File: config.mk
export PLATFORM = sky130hd
export DESIGN_NAME = seq_restoring_divider
export DESIGN_NICKNAME = d
export VERILOG_FILES = /design/src/rtl/seq_restoring_divider_pkg.sv /design/src/rtl/seq_restoring_divider_subtractor.sv /design/src/rtl/seq_restoring_divider.sv
export SDC_FILE = /design/constraint.sdc
export NUM_CORES = 1
export LEC_CHECK = 0
export CORE_ASPECT_RATIO = 0.9
export CORE_MARGIN = 4
export CORE_UTILIZATION = 46
export DETAILED_ROUTE_END_ITERATION = 10
export HOLD_SLACK_MARGIN = 0.12
export PLACE_DENSITY = 0.8
export SYNTH_ARGS = -nofsm -noshare
export SYNTH_HDL_FRONTEND = slang
export SYNTH_SLANG_ARGS = --single-unit
export TNS_END_PERCENT = 100
File: constraint.sdc
create_clock -name clk -period 2.3 [get_ports clk]
set_input_delay 0.46 -clock clk [delete_from_list [all_inputs] [get_ports clk]]
set_output_delay 0.46 -clock clk [all_outputs]
set_load 0.005 [all_outputs]
File: src/rtl/seq_restoring_divider_pkg.sv
// Shared types for the sequential restoring divider.
package seq_restoring_divider_pkg;

  // Controller states; encodings are fixed so that waveforms and other
  // blocks in the library decode them the same way.
  typedef enum logic [1:0] {
    S_IDLE = 2'd0,
    S_CALC = 2'd1,
    S_DONE = 2'd2
  } state_t;

endpackage

File: src/rtl/seq_restoring_divider_subtractor.sv
// Ripple-borrow subtractor built from full adders: a - b = a + ~b + 1.

// One-bit full adder stage, the same cell used by the ripple adder.
module full_adder (
  input  logic a,
  input  logic b,
  input  logic cin,
  output logic sum,
  output logic cout
);

  assign sum  = a ^ b ^ cin;
  assign cout = (a & b) | (a & cin) | (b & cin);

endmodule

// N-bit subtractor; BORROW is high when b > a (no carry out of the top stage).
module n_bit_subtractor #(
  parameter int N = 5
) (
  input  logic [N-1:0] a,
  input  logic [N-1:0] b,
  output logic [N-1:0] D,
  output logic         BORROW
);

  // Each stage owns its carry net so the chain is not one self-feeding vector.
  for (genvar i = 0; i < N; i++) begin : g_stage
    logic c_in;
    logic c_out;

    if (i == 0) begin : g_first
      assign c_in = 1'b1;
    end else begin : g_rest
      assign c_in = g_stage[i-1].c_out;
    end

    full_adder u_fa (
      .a    (a[i]),
      .b    (~b[i]),
      .cin  (c_in),
      .sum  (D[i]),
      .cout (c_out)
    );
  end

  assign BORROW = ~g_stage[N-1].c_out;

endmodule

File: src/rtl/seq_restoring_divider.sv
// Multi-cycle unsigned restoring divider: one quotient bit per clock,
// start/busy/done handshake, separate result registers that hold between ops.
module seq_restoring_divider
  import seq_restoring_divider_pkg::*;
#(
  parameter int N = 4
) (
  input  logic         clk,
  input  logic         rst_n,
  input  logic         START,
  input  logic [N-1:0] X,
  input  logic [N-1:0] Y,
  output logic [N-1:0] Q,
  output logic [N-1:0] R,
  output logic         BUSY,
  output logic         DONE,
  output logic         DIV0
);

  localparam int CW = (N > 1) ? $clog2(N) : 1;

  state_t          state_q, state_d;
  logic [N-1:0]    a_q;      // partial remainder
  logic [N-1:0]    qreg_q;   // dividend shifting out / quotient shifting in
  logic [N-1:0]    m_q;      // latched divisor
  logic [CW-1:0]   cnt_q;
  logic [N-1:0]    q_q, r_q;
  logic            div0_q;

  logic            accept;
  logic            last_iter;
  logic [N-1:0]    a_sh;
  logic [N:0]      diff;
  logic            sub_borrow;
  logic            restore;
  logic [N-1:0]    a_nx;
  logic [N-1:0]    q_nx;

  assign accept    = (state_q == S_IDLE) && START;
  assign last_iter = (cnt_q == '0);

  // Upper half of {A,Qreg} << 1; the vacated quotient bit is filled below.
  assign a_sh = {a_q[N-2:0], qreg_q[N-1]};

  // Widened by one bit so A' up to 2^N-1 never overflows the compare.
  n_bit_subtractor #(
    .N (N + 1)
  ) u_sub (
    .a      ({1'b0, a_sh}),
    .b      ({1'b0, m_q}),
    .D      (diff),
    .BORROW (sub_borrow)
  );

  // T[N] is the sign of the widened difference and always agrees with the
  // chain borrow for zero-extended operands.
  assign restore = diff[N] | sub_borrow;
  assign a_nx    = restore ? a_sh : diff[N-1:0];
  assign q_nx    = {qreg_q[N-2:0], ~restore};

  // State register.
  always_ff @(posedge clk or negedge rst_n) begin
    if (!rst_n) begin
      state_q <= S_IDLE;
    end else begin
      state_q <= state_d;
    end
  end

  // Next-state logic: divide-by-zero skips straight to DONE.
  always_comb begin
    // NOTE: default first so every path assigns state_d and no latch is inferred.
    state_d = state_q;
    case (state_q)
      S_IDLE: if (START) state_d = (Y == '0) ? S_DONE : S_CALC;
      S_CALC: if (last_iter) state_d = S_DONE;
      S_DONE: state_d = S_IDLE;
      default: state_d = S_IDLE;
    endcase
  end

  // Working registers, iteration counter and result registers.
  always_ff @(posedge clk or negedge rst_n) begin
    if (!rst_n) begin
      a_q    <= '0;
      qreg_q <= '0;
      m_q    <= '0;
      cnt_q  <= '0;
      q_q    <= '0;
      r_q    <= '0;
      div0_q <= 1'b0;
    end else begin
      // NOTE: non-blocking so every register samples the pre-edge values.
      if (accept) begin
        if (Y == '0) begin
          q_q    <= '1;
          r_q    <= X;
          div0_q <= 1'b1;
        end else begin
          a_q    <= '0;
          qreg_q <= X;
          m_q    <= Y;
          cnt_q  <= CW'(N - 1);
          div0_q <= 1'b0;
        end
      end else if (state_q == S_CALC) begin
        a_q    <= a_nx;
        qreg_q <= q_nx;
        cnt_q  <= cnt_q - 1'b1;
        if (last_iter) begin
          q_q <= q_nx;
          r_q <= a_nx;
        end
      end
    end
  end

  assign Q    = q_q;
  assign R    = r_q;
  assign DIV0 = div0_q;
  assign BUSY = (state_q == S_CALC);
  assign DONE = (state_q == S_DONE);

endmodule
==> summary.md <==
| Metric | Value |
|---|---|
| CP max FO | `3` |
| Crit path DAT | `2.42 ns` |
| Peak VDD IR | `0.881 mV` |
| Initial DRC count | `28` |
| Final hold violations | `0` |
| Complex-gate fraction of the synthesized area | `20.8%` |
| FMAX | `453 MHz` |
| Critical path class | `flip-flop to flip-flop` |
| CP peak stage delay | `0.41 ns` |
| DP Worst Slack | `0.0264 ns` |
| Adder-Cell Fraction of Synth Area | `7.00%` |
| Cells after DPL | `153` |
| Grt total ovfl | `0` |
| Xor and xnor area share after synthesis | `0%` |
| Post-DP HPWL | `1920 µm` |
| Critical Path End Type | `flip-flop` |
| CTS tree | `built` |
| Root Driver | `clkbuf_4` |
| CTS Hold Buffers Added | `0` |
| Largest family of logic cells by synthesized area | `compound AO/OA/AOI/OAI gates` |
| Fillcell total | `187` |
| Worst min path class | `primary input to asynchronous set/reset pin` |
| # nets final | `147` |
| Io pins | `22` |
| CP Depth | `9` |
| Crit start category | `flip-flop` |
| Cell variety after synth | `39` |
| GRT Overall Usage | `15.2%` |
| Hold slack | `0.485 ns` |
| Vias per cell | `5.70` |
| Antenna cells | `0` |
| Min Tclk post-route | `2.21 ns` |
| Worst EP required | `2.51 ns` |
| Site Rows | `17` |
| Die Span Y | `56.8 µm` |
| Total Power | `2.18 mW` |
| Commonest cells after routing, fill and taps aside | `dfrtp_1, clkdlybuf4s50_1, nor2_1, inv_1, a21oi_1` |
| LEAKAGE | `0.641 nW` |
| Iteration count of the initial detailed-routing pass | `4` |
| Clk_lat worst skew | `0.31 ns` |
| Layout Utilization | `60.7%` |
| Power Dens Cells | `1440 nW/µm²` |
| Fin. max-slew vios | `0` |
| Synth top area share | `49.4%` |
| Met1 WL | `1180 µm` |
| Clock sink count | `24` |
| DR WL/cell | `16.2 µm` |
| Syn nets | `120` |
| H-tree depth | `1` |
| Crit-path slowest cell | `fa_2` |
| Clock skew | `0.00747 ns` |
| Initial cell density of the core | `48.9%` |
| Synth Area in Simple Gates | `16.4%` |
| Max_slew headroom | `72.5%` |
| FF-to-FF path depth | `9` |
| Largest area contributor in the netlist | `dfrtp_1` |
| CTS Buf Count | `3` |
| Cell count after synthesis | `104` |
| Share of the yosys chip area belonging to registers | `49.4%` |
| Final worst path period share | `96.0%` |
| Warnings, synthesis | `0` |
| Syn-to-layout area delta | `24.3%` |
| Routed WL | `2540 µm` |
| Avg Inst Size Synth | `11.7 µm²` |
| Seq cells post-synth | `24` |
| RePlAce Congestion | `0.899` |
| Port bufs | `21` |
| Post-DRT Antenna Nets | `0` |
| Post-Layout Cell Count | `157` |
| Crit-path cells | `inv_1 > ha_2 > fa_2 > fa_2 > inv_2 > fa_2 > mux2i_1 > nand2_1 > o221a_2` |
| Layout cells sized above 1 | `27.1%` |
| Final worst slack | `0.0919 ns` |
| Maxcap violations | `0` |
| Post-Syn Area | `1220 µm²` |
| Commonest non-fill, non-tap cell in the layout | `dfrtp_1` |
| Met2 WL | `1190 µm` |
| Global-route wire length before repair | `4260 µm` |
| CTS max path bufs | `2` |
| DIE AREA | `3530 µm²` |
| Post-synthesis mux area share | `1.75%` |
| Final setup viols | `0` |
| Vias in the first global route | `902` |
| Crit path max-delay family | `adder cells` |
| Initial antenna violation count | `0` |
| Die boundary width | `62.2 µm` |
| Post-placement cell area | `1470 µm²` |
| Highest metal used | `met4` |
| WL met3 | `152 µm` |
| TNS Setup | `0 ns` |
| Largest net degree at the start of global routing | `25` |
| RSZ-0062 raised after global routing | `no` |
| Vias post-DR | `895` |
| Clock slew at reported path FFs | `0.12 ns` |
| DR DRC count | `0` |
| CORE AREA | `2490 µm²` |
| Status | `complete, no violations` |
| WP buf/inv | `2` |
| Slew @ Worst Pin | `0.409 ns` |
| Final non-filler cell area | `1510 µm²` |
| Most frequent CP cell | `fa_2` |
| Largest cells by area after synthesis | `dfrtp_1, fa_1, nor2_1, o221a_2, a22o_2` |
## cell usage after synthesis, drive strengths merged
cell type and count:
dfrtp 24, nor2 12, inv 9, a21oi 6, nand2 5, o221a 5, a211oi 4, a22o 4
nand2b 4, a31o 3, fa 3, a221o 2, buf 2, clkbuf 2, ha 2, o21ai 2
a22oi 1, and3b 1, mux2 1, mux2i 1, nand3 1, nand3b 1, nor2b 1, nor3b 1
nor4 1, o21a 1, o32a 1, or2b 1, or3 1, or3b 1, or4 1
## path summary, 6_finish.rpt
kind | from | end | slack (ns)
worst max register to register | qreg_q[3] | R[3] | 0.09
worst max-delay path | qreg_q[3] | R[3] | 0.09
worst min register to register | DIV0 | DIV0 | 0.49
worst min-delay path | rst_n | qreg_q[3] | 0.49
max in group asynchronous | rst_n | cnt_q[1] | 1.58
min in group clk | DIV0 | DIV0 | 0.49
## per-layer routing
layer | vias up | GRT usage (%)
met2 | 34 | 22.5
li1 | 428 | -
met5 | - | 0
met3 | 2 | 4.80
met4 | 0 | 3.41
met1 | 431 | 21.7
## power by group
group / internal (mW) / switching [mW] / total (mW) / leakage [nW]
Clock: 0.0612 / 0.117 / 0.179 / 0.0138
Combinational: 0.679 / 0.546 / 1.22 / 0.345
Sequential: 0.626 / 0.152 / 0.778 / 0.282
Total: 1.37 / 0.815 / 2.18 / 0.641
## cells by family after synthesis
family                     Yosys count
adders and majority gates            5
AOI/OAI and AO/OA                   29
and+or+nand+nor                     31
buffers and inverters               13
muxes                                2
DFF                                 24
## flip-flops by register name (all words and copies together), names as in the netlist
| register | flops |
|---|---|
| Q | 4 |
| R | 4 |
| m_q | 4 |
| qreg_q | 4 |
| a_q | 3 |
| cnt_q | 2 |
| state_q | 2 |
| DIV0 | 1 |
## final cells by class
class	count	area [µm²]	share of cell area (%)
multi-input combinational	67	568	37.6
sequential	24	601	39.7
inverter	9	33.8	2.24
clock buffer	3	22.5	1.49
tap	28	35.0	2.32
timing repair buffer	26	251	16.6
## repair_timing
action | CTS | global route
setup endpoints to repair | 0 | 6
gates resized for setup | 0 | 6
buffers inserted | 0 | 1
Power figures use the tool's default switching activity.
